==> config.mk <==
export PLATFORM = sky130hd
export DESIGN_NAME = writeback_arbiter_flat
export DESIGN_NICKNAME = d
export VERILOG_FILES = /design/src/rtl/rf_pkg.sv /design/src/rtl/writeback_arbiter_if.sv /design/src/rtl/rr_arbiter2.sv /design/src/rtl/writeback_arbiter.sv /design/src/flat_wrapper.sv
export SDC_FILE = /design/constraint.sdc
export NUM_CORES = 1
export LEC_CHECK = 0
export ABC_CLOCK_PERIOD_IN_PS = 3900
export BUFFER_PORTS_ARGS = -buffer_cell sky130_fd_sc_hd__buf_2
export CORE_ASPECT_RATIO = 0.9
export CORE_MARGIN = 5
export CORE_UTILIZATION = 35
export DETAILED_ROUTE_END_ITERATION = 6
export HOLD_SLACK_MARGIN = 0.15
export PLACE_DENSITY = 0.59
export SLEW_MARGIN = 15
export SYNTH_ARGS = -nofsm -noshare
export SYNTH_HDL_FRONTEND = slang
export SYNTH_SLANG_ARGS = --single-unit
==> constraint.sdc <==
create_clock -name i_clk -period 3.9 [get_ports i_clk]
set_clock_uncertainty 0.1 [all_clocks]
set_input_delay 0.195 -clock i_clk [delete_from_list [all_inputs] [get_ports i_clk]]
set_output_delay 0.195 -clock i_clk [all_outputs]
set_load 0.005 [all_outputs]
==> src/rtl/rf_pkg.sv <==
// Register-file shared types: address/data typedefs, writeback source encoding.
package rf_pkg;

    localparam int unsigned XLEN     = 32;
    localparam int unsigned NUM_REGS = 32;
    localparam int unsigned REG_AW   = 5;

    typedef logic [REG_AW-1:0] RegAddr;
    typedef logic [XLEN-1:0]   Word;

    typedef enum logic {
        SRC_ALU = 1'b0,
        SRC_LSU = 1'b1
    } Source;

endpackage

==> src/rtl/writeback_arbiter_if.sv <==
// Issue, writeback handshake, register-file write port and hazard query bundle.
interface writeback_arbiter_if
    import rf_pkg::*;
#(
    parameter int unsigned XLEN = 32
);
    logic            i_issue_valid;
    RegAddr          i_issue_rd;
    logic            i_issue_src;

    logic            i_alu_valid;
    logic            o_alu_ready;
    RegAddr          i_alu_rd;
    logic [XLEN-1:0] i_alu_data;

    logic            i_lsu_valid;
    logic            o_lsu_ready;
    RegAddr          i_lsu_rd;
    logic [XLEN-1:0] i_lsu_data;

    logic            o_w_reg_enable;
    RegAddr          o_w_reg;
    logic [XLEN-1:0] o_w_data;

    RegAddr          i_r_reg_a;
    RegAddr          i_r_reg_b;
    logic            o_busy_a;
    logic            o_busy_b;

    // Requester side: decode plus the two writeback sources.
    modport master (
        output i_issue_valid, i_issue_rd, i_issue_src,
        output i_alu_valid, i_alu_rd, i_alu_data,
        output i_lsu_valid, i_lsu_rd, i_lsu_data,
        output i_r_reg_a, i_r_reg_b,
        input  o_alu_ready, o_lsu_ready,
        input  o_w_reg_enable, o_w_reg, o_w_data,
        input  o_busy_a, o_busy_b
    );

    // Arbiter side.
    modport slave (
        input  i_issue_valid, i_issue_rd, i_issue_src,
        input  i_alu_valid, i_alu_rd, i_alu_data,
        input  i_lsu_valid, i_lsu_rd, i_lsu_data,
        input  i_r_reg_a, i_r_reg_b,
        output o_alu_ready, o_lsu_ready,
        output o_w_reg_enable, o_w_reg, o_w_data,
        output o_busy_a, o_busy_b
    );

endinterface

==> src/rtl/rr_arbiter2.sv <==
// Two-requester round-robin arbiter; grants are one-hot and combinational.
module rr_arbiter2
    import rf_pkg::*;
(
    input  logic       clk,
    input  logic       rst_n,
    input  logic [1:0] req,
    input  logic       advance,
    output logic [1:0] grant
);

    Source last_grant;

    // Reset to LSU so the ALU wins the first tie.
    always_ff @(posedge clk or negedge rst_n) begin
        if (!rst_n) begin
            last_grant <= SRC_LSU;
        end else if (advance) begin
            last_grant <= grant[1] ? SRC_LSU : SRC_ALU;
        end
    end

    always_comb begin
        grant = 2'b00;
        if (req == 2'b11) begin
            grant = (last_grant == SRC_LSU) ? 2'b01 : 2'b10;
        end else begin
            grant = req;
        end
    end

endmodule

==> src/rtl/writeback_arbiter.sv <==
// Shares the register-file write port between ALU and LSU writeback and tracks
// pending writes per register for decode-stage RAW hazard detection.
module writeback_arbiter
    import rf_pkg::*;
#(
    parameter int unsigned XLEN = 32
)(
    input  logic               i_clk,
    input  logic               i_rst_n,
    writeback_arbiter_if.slave bus
);

    logic [1:0]          req;
    logic [1:0]          grant;
    logic                transfer;
    logic                win_lsu;
    RegAddr              win_rd;
    logic [XLEN-1:0]     win_data;

    logic [NUM_REGS-1:0] pending;
    logic [NUM_REGS-1:0] pending_d;
    logic [NUM_REGS-1:0] owner;
    logic [NUM_REGS-1:0] owner_d;

    logic                w_reg_enable;
    RegAddr              w_reg;
    logic [XLEN-1:0]     w_data;

    assign req = {bus.i_lsu_valid, bus.i_alu_valid};

    rr_arbiter2 u_arb (
        .clk     (i_clk),
        .rst_n   (i_rst_n),
        .req     (req),
        .advance (transfer),
        .grant   (grant)
    );

    assign transfer        = |grant;
    assign bus.o_alu_ready = grant[0];
    assign bus.o_lsu_ready = grant[1];

    assign win_lsu  = grant[1];
    assign win_rd   = win_lsu ? bus.i_lsu_rd   : bus.i_alu_rd;
    assign win_data = win_lsu ? bus.i_lsu_data : bus.i_alu_data;

    // Clear only when the owning source lands; a same-cycle issue overrides the clear.
    always_comb begin
        pending_d = pending;
        owner_d   = owner;
        if (transfer && (win_rd != '0) && (owner[win_rd] == win_lsu)) begin
            pending_d[win_rd] = 1'b0;
        end
        if (bus.i_issue_valid && (bus.i_issue_rd != '0)) begin
            pending_d[bus.i_issue_rd] = 1'b1;
            owner_d[bus.i_issue_rd]   = bus.i_issue_src;
        end
    end

    // Owner reset value of zero encodes SRC_ALU.
    always_ff @(posedge i_clk or negedge i_rst_n) begin
        if (!i_rst_n) begin
            pending <= '0;
            owner   <= '0;
        end else begin
            pending <= pending_d;
            owner   <= owner_d;
        end
    end

    // x0 writes are accepted but never enabled at the register file.
    always_ff @(posedge i_clk or negedge i_rst_n) begin
        if (!i_rst_n) begin
            w_reg_enable <= 1'b0;
            w_reg        <= '0;
            w_data       <= '0;
        end else if (transfer) begin
            w_reg_enable <= (win_rd != '0);
            w_reg        <= win_rd;
            w_data       <= win_data;
        end else begin
            w_reg_enable <= 1'b0;
        end
    end

    assign bus.o_w_reg_enable = w_reg_enable;
    assign bus.o_w_reg        = w_reg;
    assign bus.o_w_data       = w_data;

    assign bus.o_busy_a = (bus.i_r_reg_a != '0) && pending[bus.i_r_reg_a];
    assign bus.o_busy_b = (bus.i_r_reg_b != '0) && pending[bus.i_r_reg_b];

endmodule

==> src/flat_wrapper.sv <==
// flat-port wrapper written by rule: the top's interface ports become plain ports
module writeback_arbiter_flat import rf_pkg::*;
#(
    parameter int unsigned XLEN = 32
)
  (i_clk, i_rst_n, bus_i_issue_valid, bus_i_issue_rd, bus_i_issue_src, bus_i_alu_valid, bus_i_alu_rd, bus_i_alu_data, bus_i_lsu_valid, bus_i_lsu_rd, bus_i_lsu_data, bus_i_r_reg_a, bus_i_r_reg_b, bus_o_alu_ready, bus_o_lsu_ready, bus_o_w_reg_enable, bus_o_w_reg, bus_o_w_data, bus_o_busy_a, bus_o_busy_b);
  writeback_arbiter_if #(.XLEN(XLEN)) bus_i ();
  input  logic i_clk;
  input  logic i_rst_n;
  input wire logic [$bits(bus_i.i_issue_valid)-1:0] bus_i_issue_valid;
  input wire logic [$bits(bus_i.i_issue_rd)-1:0] bus_i_issue_rd;
  input wire logic [$bits(bus_i.i_issue_src)-1:0] bus_i_issue_src;
  input wire logic [$bits(bus_i.i_alu_valid)-1:0] bus_i_alu_valid;
  input wire logic [$bits(bus_i.i_alu_rd)-1:0] bus_i_alu_rd;
  input wire logic [$bits(bus_i.i_alu_data)-1:0] bus_i_alu_data;
  input wire logic [$bits(bus_i.i_lsu_valid)-1:0] bus_i_lsu_valid;
  input wire logic [$bits(bus_i.i_lsu_rd)-1:0] bus_i_lsu_rd;
  input wire logic [$bits(bus_i.i_lsu_data)-1:0] bus_i_lsu_data;
  input wire logic [$bits(bus_i.i_r_reg_a)-1:0] bus_i_r_reg_a;
  input wire logic [$bits(bus_i.i_r_reg_b)-1:0] bus_i_r_reg_b;
  output wire logic [$bits(bus_i.o_alu_ready)-1:0] bus_o_alu_ready;
  output wire logic [$bits(bus_i.o_lsu_ready)-1:0] bus_o_lsu_ready;
  output wire logic [$bits(bus_i.o_w_reg_enable)-1:0] bus_o_w_reg_enable;
  output wire logic [$bits(bus_i.o_w_reg)-1:0] bus_o_w_reg;
  output wire logic [$bits(bus_i.o_w_data)-1:0] bus_o_w_data;
  output wire logic [$bits(bus_i.o_busy_a)-1:0] bus_o_busy_a;
  output wire logic [$bits(bus_i.o_busy_b)-1:0] bus_o_busy_b;
  assign bus_i.i_issue_valid = bus_i_issue_valid;
  assign bus_i.i_issue_rd = bus_i_issue_rd;
  assign bus_i.i_issue_src = bus_i_issue_src;
  assign bus_i.i_alu_valid = bus_i_alu_valid;
  assign bus_i.i_alu_rd = bus_i_alu_rd;
  assign bus_i.i_alu_data = bus_i_alu_data;
  assign bus_i.i_lsu_valid = bus_i_lsu_valid;
  assign bus_i.i_lsu_rd = bus_i_lsu_rd;
  assign bus_i.i_lsu_data = bus_i_lsu_data;
  assign bus_i.i_r_reg_a = bus_i_r_reg_a;
  assign bus_i.i_r_reg_b = bus_i_r_reg_b;
  assign bus_o_alu_ready = bus_i.o_alu_ready;
  assign bus_o_lsu_ready = bus_i.o_lsu_ready;
  assign bus_o_w_reg_enable = bus_i.o_w_reg_enable;
  assign bus_o_w_reg = bus_i.o_w_reg;
  assign bus_o_w_data = bus_i.o_w_data;
  assign bus_o_busy_a = bus_i.o_busy_a;
  assign bus_o_busy_b = bus_i.o_busy_b;
  writeback_arbiter #(.XLEN(XLEN)) u_core (.i_clk(i_clk), .i_rst_n(i_rst_n), .bus(bus_i));
endmodule
==> flow_summary.ini <==
[synth]
yosysUniqueCellTypes = 37
yosys_register_bits = 102
number_of_flops_mapped_to_enable_cells_by_yosys = 0
post_synth.cell_area_avg_um2 = 9.485
synth-warning-count = 0
synth.cell_area_mm2 = 0.005928
netlist.top_cell.by_area = sky130_fd_sc_hd__dfrtp_1
synth_flop_cell = sky130_fd_sc_hd__dfrtp_1
synthesis.nets = 720
post_synth_inst_count = 625
ys_top_cells_by_area = sky130_fd_sc_hd__dfrtp_1 (43%), sky130_fd_sc_hd__nor2_1 (9.1%), sky130_fd_sc_hd__mux4_2 (8.7%), sky130_fd_sc_hd__mux2_2 (8.4%), sky130_fd_sc_hd__a21oi_1 (5.4%)
synth_top_cell_area_share_pct = 42.63
synth-async-reset-ratio_pct = 100.0
ys_seq_area_share_pct = 43.08
post_synth_most_frequent_cells = sky130_fd_sc_hd__nor2_1 (143), sky130_fd_sc_hd__dfrtp_1 (101), sky130_fd_sc_hd__a21oi_1 (64)
post-synth-top-count-cell = sky130_fd_sc_hd__nor2_1

[route]
first_iter_violations = 371
tritonroute_pass_1_iters = 5
wl_um = 18350
ant_nets = 0
drc = 0
wire_per_inst_um = 17.87
via_per_inst = 5.386
route.vias.total = 5531

[clock_network]
clock_slew_seen_by_the_registers_of_the_worst_setup_and_hold_paths_ps = 80
clock_insertion_delay_at_the_later_pin_of_the_skew_report_ps = 360
cts-buffers-inserted = 9
cts_num_sinks = 102
post_cts.repair.setup_buffers = 0
clockBufferDepth = 2
cts.root.buffer_cell = sky130_fd_sc_hd__clkbuf_16
cts_tree = yes
depth_of_the_cts_h_tree = 3

[floorplan]
io_pins = 137
floorplan.core_area_mm2 = 0.01678
die_area_mm2 = 0.01964
die_y_um = 133.5
die_width_um = 147.2
core.rowCount = 45
initial_core_utilization_pct = 35.33

[timing]
max_freq_mhz = 285.2
setup_violations = 0
layout_worst_path_cycle_share_pct = 89.90
worstMarginPinSlew_ps = 1002
hold_viol_final = 0
grt_setup_unrepaired = no
timing.max_slew.rel_slack_pct = 33.15
finalWorstPathRequiredPeriod_ps = 3506
slew_viol_final = 0
setup-tns-final_ps = 0

[critical_path]
crit_required_ps = 4000
critical-path-slowest-cell = sky130_fd_sc_hd__mux2i_1
reg2regPathDepth = 8
arrival_time_at_the_worst_endpoint_ps = 3610
setup.worst_path.class = flip-flop to flip-flop
slowest_stage_delay_cp_ps = 730
worstPathMaxFanout = 11
cp-start-kind = flip-flop
path_cells = a21bo_1 -> buf_4 -> mux2i_2 -> nand2b_1 -> o32ai_1 -> nor4_4 -> mux2i_1 -> a21oi_1
worst_setup_path_end_kind = flip-flop

[hold_path]
worstHoldPathCells = 4
min_path_type = primary input to flip-flop

[placed_design]
placement.io_buffers = 136
gp_congestion = 0.8257
post_detail_place_hpwl_um = 13280

[final_layout]
ff_latch_area_mm2 = 0.002554
nets_finish = 905
final_layout_size_suffix_gt1_share_pct = 28.71
fillCellCount = 1607
area_of_the_multi_input_gates_mm2 = 0.003084
area_growth_pct = 30.84

[pwr]
power-per-cell-area_mw_per_mm2 = 421.4
vdd_ir_drop_max_mv = 0.2290
power_leakage_uw = 0.003457
finalPower_uw = 3269

[global_routing]
grt_antenna_before_repair = 0
remaining_global_route_overflow = 0
grt_pass1_wl_um = 29340
number_of_global_route_vias_before_repair = 5460
grtUsageTotal_pct = 18.82
grt_start_max_net_pins = 91

[outcome]
status = complete, no violations

[flow_run]
number_of_max_cap_violations = 0
==> layer usage <==
metal / share of wire [%] / track usage (%)
met2: 46 / 29.12
met5: 0 / 0
met1: 44 / 25.63
met4: 2.0 / 5.072
met3: 7.9 / 6.020
==> layout by cell type (no fill, tap or decap), types with 4 or more instances in the layout <==
| cell | instances |
|---|---|
| sky130_fd_sc_hd__nand3_1 | 13 |
| sky130_fd_sc_hd__nor3b_1 | 6 |
| sky130_fd_sc_hd__nand3b_1 | 11 |
| sky130_fd_sc_hd__o21ai_0 | 6 |
| sky130_fd_sc_hd__buf_2 | 135 |
| sky130_fd_sc_hd__clkbuf_16 | 9 |
| sky130_fd_sc_hd__mux2_2 | 44 |
| sky130_fd_sc_hd__a21oi_1 | 64 |
| sky130_fd_sc_hd__nor2_1 | 143 |
| sky130_fd_sc_hd__a31oi_1 | 31 |
| sky130_fd_sc_hd__o22ai_1 | 32 |
| sky130_fd_sc_hd__mux2i_1 | 28 |
| sky130_fd_sc_hd__nand2b_1 | 4 |
| sky130_fd_sc_hd__inv_1 | 31 |
| sky130_fd_sc_hd__dfrtp_1 | 101 |
| sky130_fd_sc_hd__dlygate4sd3_1 | 70 |
| sky130_fd_sc_hd__nand2_1 | 22 |
| sky130_fd_sc_hd__inv_6 | 5 |
| sky130_fd_sc_hd__mux4_2 | 23 |
| sky130_fd_sc_hd__buf_4 | 9 |
==> report_power, final <==
part | switching, uW | internal, uW | total [uW] | leakage (uW)
Clock | 433 | 446 | 879 | 0.000138
Combinational | 424 | 515 | 939 | 0.00209
Sequential | 174 | 1280 | 1450 | 0.00123
Total | 1030 | 2240 | 3270 | 0.00346
==> worst max-delay path: cells and delay by family (launching register included) <==
| family | cells | cell delay [ps] |
|---|---|---|
| AND/OR/NAND/NOR | 2 | 680 |
| AO/OA/AOI/OAI | 3 | 630 |
| multiplexers | 2 | 1120 |
| buffers and inverters | 1 | 270 |
| flip-flops | 1 | 530 |
==> stage by stage <==
stage	area (um^2)	worst slack, ps	hold slack (ps)	utilization (%)	std cells
final	7756	394.0	172.1	46.23	1027
after global routing	7754	142.1	215.2	46.21	1026
after CTS	7754	427.3	160.0	46.21	1026
after detailed placement	6768	457.8	92.88	40.34	940
after global placement	6768	533.0	93.14	40.34	940
after floorplan	5928	1187	-200.6	-	625
==> kinds of logic (layout without fill, tap and decap cells) <==
logic type,count (synthesis),after routing,synth area share (%)
AOI/OAI and AO/OA,145,145,14.35
muxes,97,97,22.29
DFF,102,102,43.08
other,0,1,0
buffers and inverters,72,262,4.897
and+or+nand+nor,209,209,15.39
==> cell type report <==
| cell class | count | area share (%) |
|---|---|---|
| multi-input cells | 451 | 39.76 |
| flip-flops and latches | 102 | 32.92 |
| repair buffers | 214 | 18.62 |
| well taps | 211 | 3.404 |
| clock buffers | 9 | 2.904 |
| inverters | 32 | 1.581 |
| clock inverters | 7 | 0.7743 |
| diodes | 1 | 0.03226 |
==> repair_timing <==
| action | in CTS | in global routing |
|---|---|---|
| hold endpoints to repair | 70 | 0 |
| hold buffers | 70 | 0 |
| setup endpoints to repair | 0 | 0 |
| gates resized for setup | 0 | 0 |
==> final timing paths <==
kind | start | to | slack (ps)
max in group asynchronous | i_rst_n | u_core.bus.o_w_reg[2] | 2560
worst max register to register | u_core.u_arb.last_grant | u_core.pending[2] | 390
worst min-delay path | bus_i_issue_rd[0] | u_core.pending[10] | 170
worst max-delay path | u_core.u_arb.last_grant | u_core.pending[2] | 390
worst min register to register | u_core.owner[0] | u_core.owner[0] | 320
min in group asynchronous | i_rst_n | u_core.owner[11] | 240
No activity file was read; power rests on OpenSTA's default activity.
